### config.mk
export PLATFORM = sky130hd
export DESIGN_NAME = fw_msg_sequencer
export DESIGN_NICKNAME = d
export VERILOG_FILES = /design/src/rtl/fw_msg_sequencer.sv
export SDC_FILE = /design/constraint.sdc
export NUM_CORES = 1
export LEC_CHECK = 0
export CAP_MARGIN = 20
export CORE_MARGIN = 8
export CORE_UTILIZATION = 44
export CTS_CLUSTER_DIAMETER = 120
export DETAILED_ROUTE_END_ITERATION = 7
export PLACE_DENSITY = 0.76
export SETUP_SLACK_MARGIN = 0.15
export SLEW_MARGIN = 10
export SYNTH_ARGS = -nofsm -noshare
export SYNTH_HDL_FRONTEND = slang
export SYNTH_SLANG_ARGS = --single-unit
### constraint.sdc
create_clock -name wb_clk_i -period 4.5 [get_ports wb_clk_i]
set_input_delay 0.9 -clock wb_clk_i [delete_from_list [all_inputs] [get_ports wb_clk_i]]
set_output_delay 0.9 -clock wb_clk_i [all_outputs]
set_load 0.02 [all_outputs]
### src/rtl/fw_msg_sequencer.sv
// Wishbone master that writes one firmware-test message (string, terminator,
// value registers, control trigger) into the fw interface slave.
module fw_msg_sequencer #(
  parameter logic [31:0] BASE_ADDR = 32'h0000_0000,
  parameter int unsigned RETRY_MAX = 4
) (
  input  logic        wb_clk_i,
  input  logic        wb_rst_i,
  input  logic        req_i,
  input  logic [1:0]  req_kind_i,
  input  logic [31:0] req_value_i,
  input  logic [31:0] req_expected_i,
  input  logic [6:0]  req_len_i,
  output logic [5:0]  chr_idx_o,
  input  logic [7:0]  chr_dat_i,
  output logic        busy_o,
  output logic        done_o,
  output logic        err_o,
  output logic [31:0] wb_adr_o,
  output logic [31:0] wb_dat_o,
  output logic [3:0]  wb_sel_o,
  output logic        wb_we_o,
  output logic        wb_cyc_o,
  output logic        wb_stb_o,
  output logic [2:0]  wb_cti_o,
  output logic [1:0]  wb_bte_o,
  input  logic        wb_ack_i,
  input  logic        wb_err_i,
  input  logic        wb_rty_i
);

  localparam int unsigned LEN_W   = 7;
  localparam int unsigned RTY_W   = 4;
  localparam logic [LEN_W-1:0] LEN_MAX = LEN_W'(64);
  localparam logic [RTY_W-1:0] RTY_MAX = RTY_W'(RETRY_MAX);
  localparam logic [31:0] STR_OFS = 32'h0000_001C;
  localparam logic [31:0] EXP_OFS = 32'h0000_0014;

  typedef enum logic [2:0] {IDLE, STR, TERM, VAL, EXP, CTRL, DONE, ABORT} state_t;

  state_t            state, state_n;
  logic [1:0]        kind, kind_n;
  logic [31:0]       value, value_n;
  logic [31:0]       expected, expected_n;
  logic [LEN_W-1:0]  len, len_n;
  logic [LEN_W-1:0]  idx, idx_n;
  logic [RTY_W-1:0]  rty, rty_n;
  logic [31:0]       adr_n, dat_n;
  logic [3:0]        sel_n;
  logic              cyc_n, done_n, err_n, busy_n, issue;
  logic [5:0]        chr_idx_n;

  assign wb_cti_o = 3'b000;
  assign wb_bte_o = 2'b00;

  // Next-state, latched request and next bus access
  always_comb begin
    state_n    = state;
    kind_n     = kind;
    value_n    = value;
    expected_n = expected;
    len_n      = len;
    idx_n      = idx;
    rty_n      = rty;
    adr_n      = wb_adr_o;
    dat_n      = wb_dat_o;
    sel_n      = wb_sel_o;
    cyc_n      = wb_cyc_o;
    done_n     = 1'b0;
    err_n      = 1'b0;
    issue      = 1'b0;

    case (state)
      IDLE, DONE: begin
        state_n = IDLE;
        cyc_n   = 1'b0;
        if (req_i) begin
          kind_n     = req_kind_i;
          value_n    = req_value_i;
          expected_n = req_expected_i;
          len_n      = (req_len_i > LEN_MAX) ? LEN_MAX : req_len_i;
          idx_n      = '0;
          rty_n      = '0;
          state_n    = (len_n != '0) ? STR : TERM;
          issue      = 1'b1;
        end
      end
      ABORT: begin
        state_n = IDLE;
        cyc_n   = 1'b0;
      end
      default: begin
        // stb low here is the idle gap after a response: reissue/advance
        if (!wb_stb_o) begin
          issue = 1'b1;
        end else if (wb_err_i) begin
          cyc_n   = 1'b0;
          state_n = ABORT;
          err_n   = 1'b1;
        end else if (wb_rty_i) begin
          cyc_n = 1'b0;
          if (rty == RTY_MAX) begin
            state_n = ABORT;
            err_n   = 1'b1;
          end else begin
            rty_n = rty + RTY_W'(1);
          end
        end else if (wb_ack_i) begin
          cyc_n = 1'b0;
          rty_n = '0;
          case (state)
            STR: begin
              idx_n = idx + LEN_W'(1);
              if (idx_n == len) state_n = (len < LEN_MAX) ? TERM : VAL;
            end
            TERM: state_n = VAL;
            VAL:  state_n = (kind == 2'd3) ? EXP : CTRL;
            EXP:  state_n = CTRL;
            CTRL: begin
              state_n = DONE;
              done_n  = 1'b1;
            end
            default: state_n = state;
          endcase
        end
      end
    endcase

    if (issue) begin
      cyc_n = 1'b1;
      case (state_n)
        STR: begin
          adr_n = BASE_ADDR + STR_OFS + 32'(idx_n);
          dat_n = {24'h0, chr_dat_i};
          sel_n = 4'h1;
        end
        TERM: begin
          adr_n = BASE_ADDR + STR_OFS + 32'(len_n);
          dat_n = 32'h0;
          sel_n = 4'h1;
        end
        VAL: begin
          adr_n = BASE_ADDR + 32'({kind_n, 2'b00}) + 32'h4;
          dat_n = value_n;
          sel_n = 4'hF;
        end
        EXP: begin
          adr_n = BASE_ADDR + EXP_OFS;
          dat_n = expected_n;
          sel_n = 4'hF;
        end
        CTRL: begin
          adr_n = BASE_ADDR;
          dat_n = 32'h1 << kind_n;
          sel_n = 4'hF;
        end
        default: cyc_n = 1'b0;
      endcase
    end

    busy_n    = (state_n != IDLE);
    chr_idx_n = (state_n == STR) ? idx_n[5:0] : 6'd0;
  end

  always_ff @(posedge wb_clk_i or posedge wb_rst_i) begin
    if (wb_rst_i) begin
      state     <= IDLE;
      kind      <= '0;
      value     <= '0;
      expected  <= '0;
      len       <= '0;
      idx       <= '0;
      rty       <= '0;
      wb_adr_o  <= '0;
      wb_dat_o  <= '0;
      wb_sel_o  <= '0;
      wb_we_o   <= 1'b0;
      wb_cyc_o  <= 1'b0;
      wb_stb_o  <= 1'b0;
      busy_o    <= 1'b0;
      done_o    <= 1'b0;
      err_o     <= 1'b0;
      chr_idx_o <= '0;
    end else begin
      state     <= state_n;
      kind      <= kind_n;
      value     <= value_n;
      expected  <= expected_n;
      len       <= len_n;
      idx       <= idx_n;
      rty       <= rty_n;
      wb_adr_o  <= adr_n;
      wb_dat_o  <= dat_n;
      wb_sel_o  <= sel_n;
      wb_we_o   <= cyc_n;
      wb_cyc_o  <= cyc_n;
      wb_stb_o  <= cyc_n;
      busy_o    <= busy_n;
      done_o    <= done_n;
      err_o     <= err_n;
      chr_idx_o <= chr_idx_n;
    end
  end

endmodule

==> results.py, run 1 <==
metrics = {
    "grt": {
        "antenna_found_initial": 0,
        "grt_usage": 0.1945,
        "grt-ovfl-total": 0,
        "grt_pass1_vias": 5660,
        "grt_max_degree": 140,
        "grt_pass1_wl_um": 30050,
    },
    "placed_design": {
        "place_ws_ns": 0.1998,
        "gp_congestion": 0.8715,
        "dp.cells": 1017,
        "dp_hpwl_um": 12460,
        "io_buffers": 142,
    },
    "yosys": {
        "syn_area_um2": 6619,
        "syn-instance-count": 724,
        "synth.ff_latch_count": 139,
        "yosys-top-cells-count": "nand2_1, dfrtp_1, o21ai_0, buf_4, a32oi_1",
        "synth_area_leaders": "dfrtp_1, nand2_1, a32oi_1",
        "yosysWarningCount": 0,
        "yosysTopAreaCell": "dfrtp_1",
        "avgSynthCellArea_um2": 9.142,
        "yosys.cell_types.count": 56,
        "synth_top_area_frac": 0.5255,
        "yosys.cell_count.top_type": "nand2_1",
        "yosysSeqAreaShare": 0.5255,
        "synth_edf_count": 0,
        "async_flop_share": 1.000,
        "synthFlopType": "dfrtp_1",
    },
    "detailed_routing": {
        "avgViaCountPerCell": 5.271,
        "drt_wl_total_um": 18350,
        "num_vias": 5524,
        "drt_pass1_iterations": 4,
        "drtIter0Drc": 443,
        "detail-route-antenna-nets": 0,
        "drcViolationCount": 0,
        "wl_per_cell_um": 17.51,
    },
    "clocking": {
        "cts_tree": "built",
        "clk_pin_slew_ns": 0.06,
        "cts_setup_buffers": 0,
        "cts_hold_buf": 0,
        "post_cts_resized": 0,
        "cts_buffers": 17,
        "numClockSinks": 139,
        "clk_latency_ns": 0.42,
        "clockRootBuffer": "clkbuf_16",
        "cts_max_level": 4,
        "clockBufferDepth": 2,
    },
    "setup_path": {
        "worst_setup_path_start_kind": "flop",
        "crit_fanout": 37,
        "required_ns": 4.84,
        "rrSetupSlack_ns": 0.51,
        "critical_path_class": "reg -> reg",
        "timing.rr.end": "wb_dat_o[1]",
        "critPathCaptureType": "flop",
        "r2r-start": "idx[0]",
        "rr_worst_depth": 10,
        "cp.arrival_ns": 4.33,
    },
    "floorplan": {
        "dieArea_um2": 19220,
        "die_x_um": 138.7,
        "rows": 45,
        "die_h_um": 138.7,
        "coreArea_um2": 14980,
        "initial_core_util": 0.4419,
        "num_io_pins": 172,
    },
    "final_layout": {
        "antenna_cells": 0,
        "area_growth_pct": 30.51,
        "finalNonFillerCells": 1048,
        "regArea_um2": 3478,
        "fin_nets": 943,
        "fillers": 1318,
        "multi_input_area_um2": 2804,
        "drive_gt1_frac": 0.07442,
    },
    "timing": {
        "relSlewSlack": 0.3364,
        "rsz0062_at_grt": "false",
        "slew_violations": 0,
        "setup_slack_ns": 0.5118,
        "finalHoldViolCount": 0,
        "max_freq_mhz": 250.7,
        "tns_ns": 0,
        "layout_min_cycle_time_ns": 3.988,
        "finalClockSkew_ns": 0.008798,
        "fin_crit_sh": 0.8863,
        "setup_viol": 0,
        "worst_pin_slew_ns": 0.9887,
    },
    "min_path": {
        "hp-class": "reg -> reg",
        "hold_end": "expected[29]",
        "holdPathStages": 2,
        "worstHoldStart": "expected[29]",
    },
    "power": {
        "irDropWorstVdd_uv": 354.6,
        "p_leak_uw": 0.004009,
        "cellPowerDensity_nw_per_um2": 709.1,
        "fin_total_pwr_uw": 6125,
    },
    "job": {
        "drv_cap": 0,
    },
    "status": {
        "outcome": "finished clean",
    },
}
-- layout make-up --
class,count,area share
clock inverters,12,0.01463
well taps,188,0.02723
clock buffers,19,0.05012
multi-input cells,526,0.3246
flip-flops and latches,139,0.4027
repair buffers,153,0.1755
inverters,11,0.005214
-- worst max-delay path: stages (launching register included) --
cell      delay [ns]
dfrtp_1         0.57
ha_1            0.35
and3_1          0.25
xnor2_1         0.09
nor4_2          0.39
o211ai_1        0.22
a21oi_2         0.56
nor2b_4         0.92
a221o_1         0.30
o31ai_1         0.07
a21oi_1         0.16
-- per-layer routing --
metal	vias up	wire (um)	GRT usage
li1	2655	-	-
met1	2634	8109	0.2504
met2	205	8598	0.3035
met3	30	1155	0.05267
met4	0	483	0.08261
met5	-	0	0
-- where the power goes --
group	internal, uW	total (uW)	leakage [uW]	switching, uW
registers	1740	2010	0.00178	271
logic	1020	2770	0.00196	1760
clock network	807	1340	0.000261	533
-- logic make-up after synthesis --
logic type                 share of synthesized area
AOI/OAI and AO/OA                             0.1276
xor gates and xnor gates                     0.01720
adders and majority gates                    0.01512
buffers and inverters                        0.07013
DFF                                           0.5255
muxes                                        0.01985
other                                      0.0005666
and+or+nand+nor                               0.2240
-- layout by cell type (no fill, tap or decap), types with 8 or more instances in the layout --
cell type	netlist	final
o21ai_0	37	36
nand2_1	262	262
and3_1	11	9
xnor2_1	9	9
nor2_1	21	20
conb_1	1	29
a32oi_1	30	30
nor3_1	10	10
inv_1	11	10
clkdlybuf4s50_1	0	142
ha_1	8	8
dfrtp_1	139	139
clkbuf_16	0	17
buf_4	34	10
-- registers in the layout (all words and copies together) (netlist names) --
| signal | cells |
|---|---|
| expected | 32 |
| value | 32 |
| wb_dat_o | 32 |
| wb_adr_o | 8 |
| idx | 7 |
| len | 7 |
| chr_idx_o | 6 |
| rty | 4 |
| state | 3 |
| kind | 2 |
| wb_sel_o | 2 |
| busy_o | 1 |
| done_o | 1 |
| err_o | 1 |
| wb_stb_o | 1 |
-- worst max-delay path by stage --
stage             start     endpoint  cells after the start
2_1_floorplan     req_i  wb_dat_o[3]                     11
3_3_place_gp   wb_rty_i  wb_dat_o[1]                     10
3_5_place_dp   wb_rty_i  wb_dat_o[1]                     10
4_1_cts          idx[0]  wb_dat_o[1]                     10
5_1_grt          idx[0]  wb_dat_o[3]                      9
6_report         idx[0]  wb_dat_o[1]                     10
-- per-stage QoR --
step	utilization	cell area, um2	hold slack [ns]
2_1_floorplan	-	6728	0.4358
3_3_place_gp	0.5394	8079	0.4527
3_5_place_dp	0.5394	8079	0.4571
4_1_cts	0.5768	8638	0.4741
5_1_grt	0.5768	8638	0.4936
6_report	0.5768	8638	0.4726
(Power assumes the default switching activity.)
==> run 2, diff against run 1 <==
Settings changed: CTS_CLUSTER_DIAMETER 120 to 80.
==> results of run 2 <==
Same layout as run 1: the final DEF is identical, and so are final timing and power.
==> run 3, diff against run 2 <==
Settings changed: CORE_UTILIZATION 44 to 63, DONT_BUFFER_PORTS from default to 1, PLACE_DENSITY 0.76 to 0.79.
Clock period 4.5 ns to 4.6 ns, I/O delays scaled along.
==> run 3 against run 2 <==
  * Design area down 17%
  * Critical path type unchanged
  * Utilization up 12 points
  * Critical path depth up 1
  * Critical endpoint is now wb_dat_o[5]
  * Largest power group is now registers
==> results.py, run 3 (synthesis gave the netlist of run 1 again) <==
metrics = {
    "clocking": {
        "cts_buffers": 17,
        "cts_max_level": 4,
        "cts_hold_buf": 0,
        "post_cts_resized": 0,
        "clk_pin_slew_ns": 0.06,
        "cts_tree": "built",
        "numClockSinks": 139,
        "clockBufferDepth": 2,
        "clockRootBuffer": "clkbuf_8",
        "cts_setup_buffers": 0,
        "clk_latency_ns": 0.53,
    },
    "detailed_routing": {
        "drt_wl_total_um": 16670,
        "drcViolationCount": 0,
        "detail-route-antenna-nets": 0,
        "drt_pass1_iterations": 5,
        "wl_per_cell_um": 19.56,
        "drtIter0Drc": 425,
        "avgViaCountPerCell": 5.988,
        "num_vias": 5102,
    },
    "grt": {
        "grt-ovfl-total": 0,
        "antenna_found_initial": 0,
        "grt_pass1_vias": 5154,
        "grt_max_degree": 140,
        "grt_pass1_wl_um": 27260,
        "grt_usage": 0.2430,
    },
    "timing": {
        "layout_min_cycle_time_ns": 3.756,
        "rsz0062_at_grt": "false",
        "finalClockSkew_ns": 0.009619,
        "max_freq_mhz": 266.2,
        "fin_crit_sh": 0.8165,
        "slew_violations": 0,
        "worst_pin_slew_ns": 0.8721,
        "setup_viol": 0,
        "hold_ws_ns": 0.4460,
        "relSlewSlack": 0.4186,
        "finalHoldViolCount": 0,
        "tns_ns": 0,
    },
    "power": {
        "irDropWorstVdd_uv": 557.6,
        "cellPowerDensity_nw_per_um2": 788.5,
        "p_leak_uw": 0.003503,
    },
    "final_layout": {
        "antenna_cells": 0,
        "drive_gt1_frac": 0.08939,
        "fin_nets": 799,
        "multi_input_area_um2": 2804,
        "final_cell_mix": "nand2_1, dfrtp_1, o21ai_0",
        "final_common_cell": "nand2_1",
        "area_growth_pct": 8.620,
        "fillers": 794,
        "final_cell_area_um2": 7189,
        "regArea_um2": 3478,
        "largest_registers": "expected: 32 flops, value: 32 flops, wb_dat_o: 32 flops",
    },
    "setup_path": {
        "required_ns": 5.06,
        "worst_setup_path_start_kind": "flop",
        "critical_path_class": "reg -> reg",
        "crit_fanout": 23,
        "timing.rr.end": "wb_dat_o[5]",
        "cpMaxStageDelayCell": "nor2b_4",
        "slowest_delay_ns": 0.67,
        "worstPathCellList": "ha_1, and3_1, xnor2_1, nor4_2, o211ai_1, a21oi_2, nor2b_4, buf_4, a22o_1, a31oi_1, a21oi_1",
        "r2r-start": "idx[0]",
        "rr_worst_depth": 11,
        "path_buf_inv": 1,
        "critPathCaptureType": "flop",
        "critPathTopFamily": "simple AND/OR/NAND/NOR gates",
        "rrSetupSlack_ns": 0.84,
        "cp.arrival_ns": 4.22,
    },
    "min_path": {
        "hp-class": "in -> async",
    },
    "job": {
        "drv_cap": 0,
    },
    "floorplan": {
        "die_x_um": 118.5,
        "initial_core_util": 0.6440,
        "coreArea_um2": 10280,
        "rows": 37,
        "num_io_pins": 172,
        "dieArea_um2": 14040,
        "die_h_um": 118.5,
    },
    "placed_design": {
        "dpl_cell_area_um2": 6570,
        "dp_hpwl_um": 11340,
        "io_buffers": 0,
        "gp_congestion": 0.9010,
    },
    "status": {
        "outcome": "finished clean",
    },
}
run 3: worst max-delay path by stage:
stage | start | end | depth (start not counted)
floorplan | req_i | wb_dat_o[3] | 11
global placement | wb_rty_i | wb_dat_o[5] | 10
detailed placement | idx[0] | wb_dat_o[5] | 11
CTS | idx[0] | wb_dat_o[5] | 11
global route | idx[0] | wb_dat_o[5] | 11
finish | idx[0] | wb_dat_o[5] | 11
run 3: per-layer routing:
layer,routed length [um],track usage
met1,6517,0.2982
met2,8085,0.3776
met3,1733,0.09805
met4,329,0.09723
met5,0,0
run 3: layout make-up:
class,count,area share
Clock buffer,19,0.06143
Clock inverter,12,0.02367
Inverter,11,0.006265
Multi-Input combinational cell,526,0.3900
Sequential cell,139,0.4838
Tap cell,136,0.02367
Timing Repair Buffer,9,0.01114
run 3: where the power goes:
part	internal (uW)	leakage (uW)	switching (uW)
registers	1700	0.00178	503
logic	654	0.00142	1410
clock network	903	0.000304	498
total	3260	0.00350	2410
run 3: metrics by stage:
step	setup slack, ns	instances	power (uW)	utilization
2_1_floorplan	1.209	752	3738	-
3_3_place_gp	0.9635	820	4154	0.6393
3_5_place_dp	0.9135	820	4247	0.6393
4_1_cts	0.8489	851	5672	0.6988
5_1_grt	0.5174	852	6041	0.6995
6_report	0.8441	852	5669	0.6995
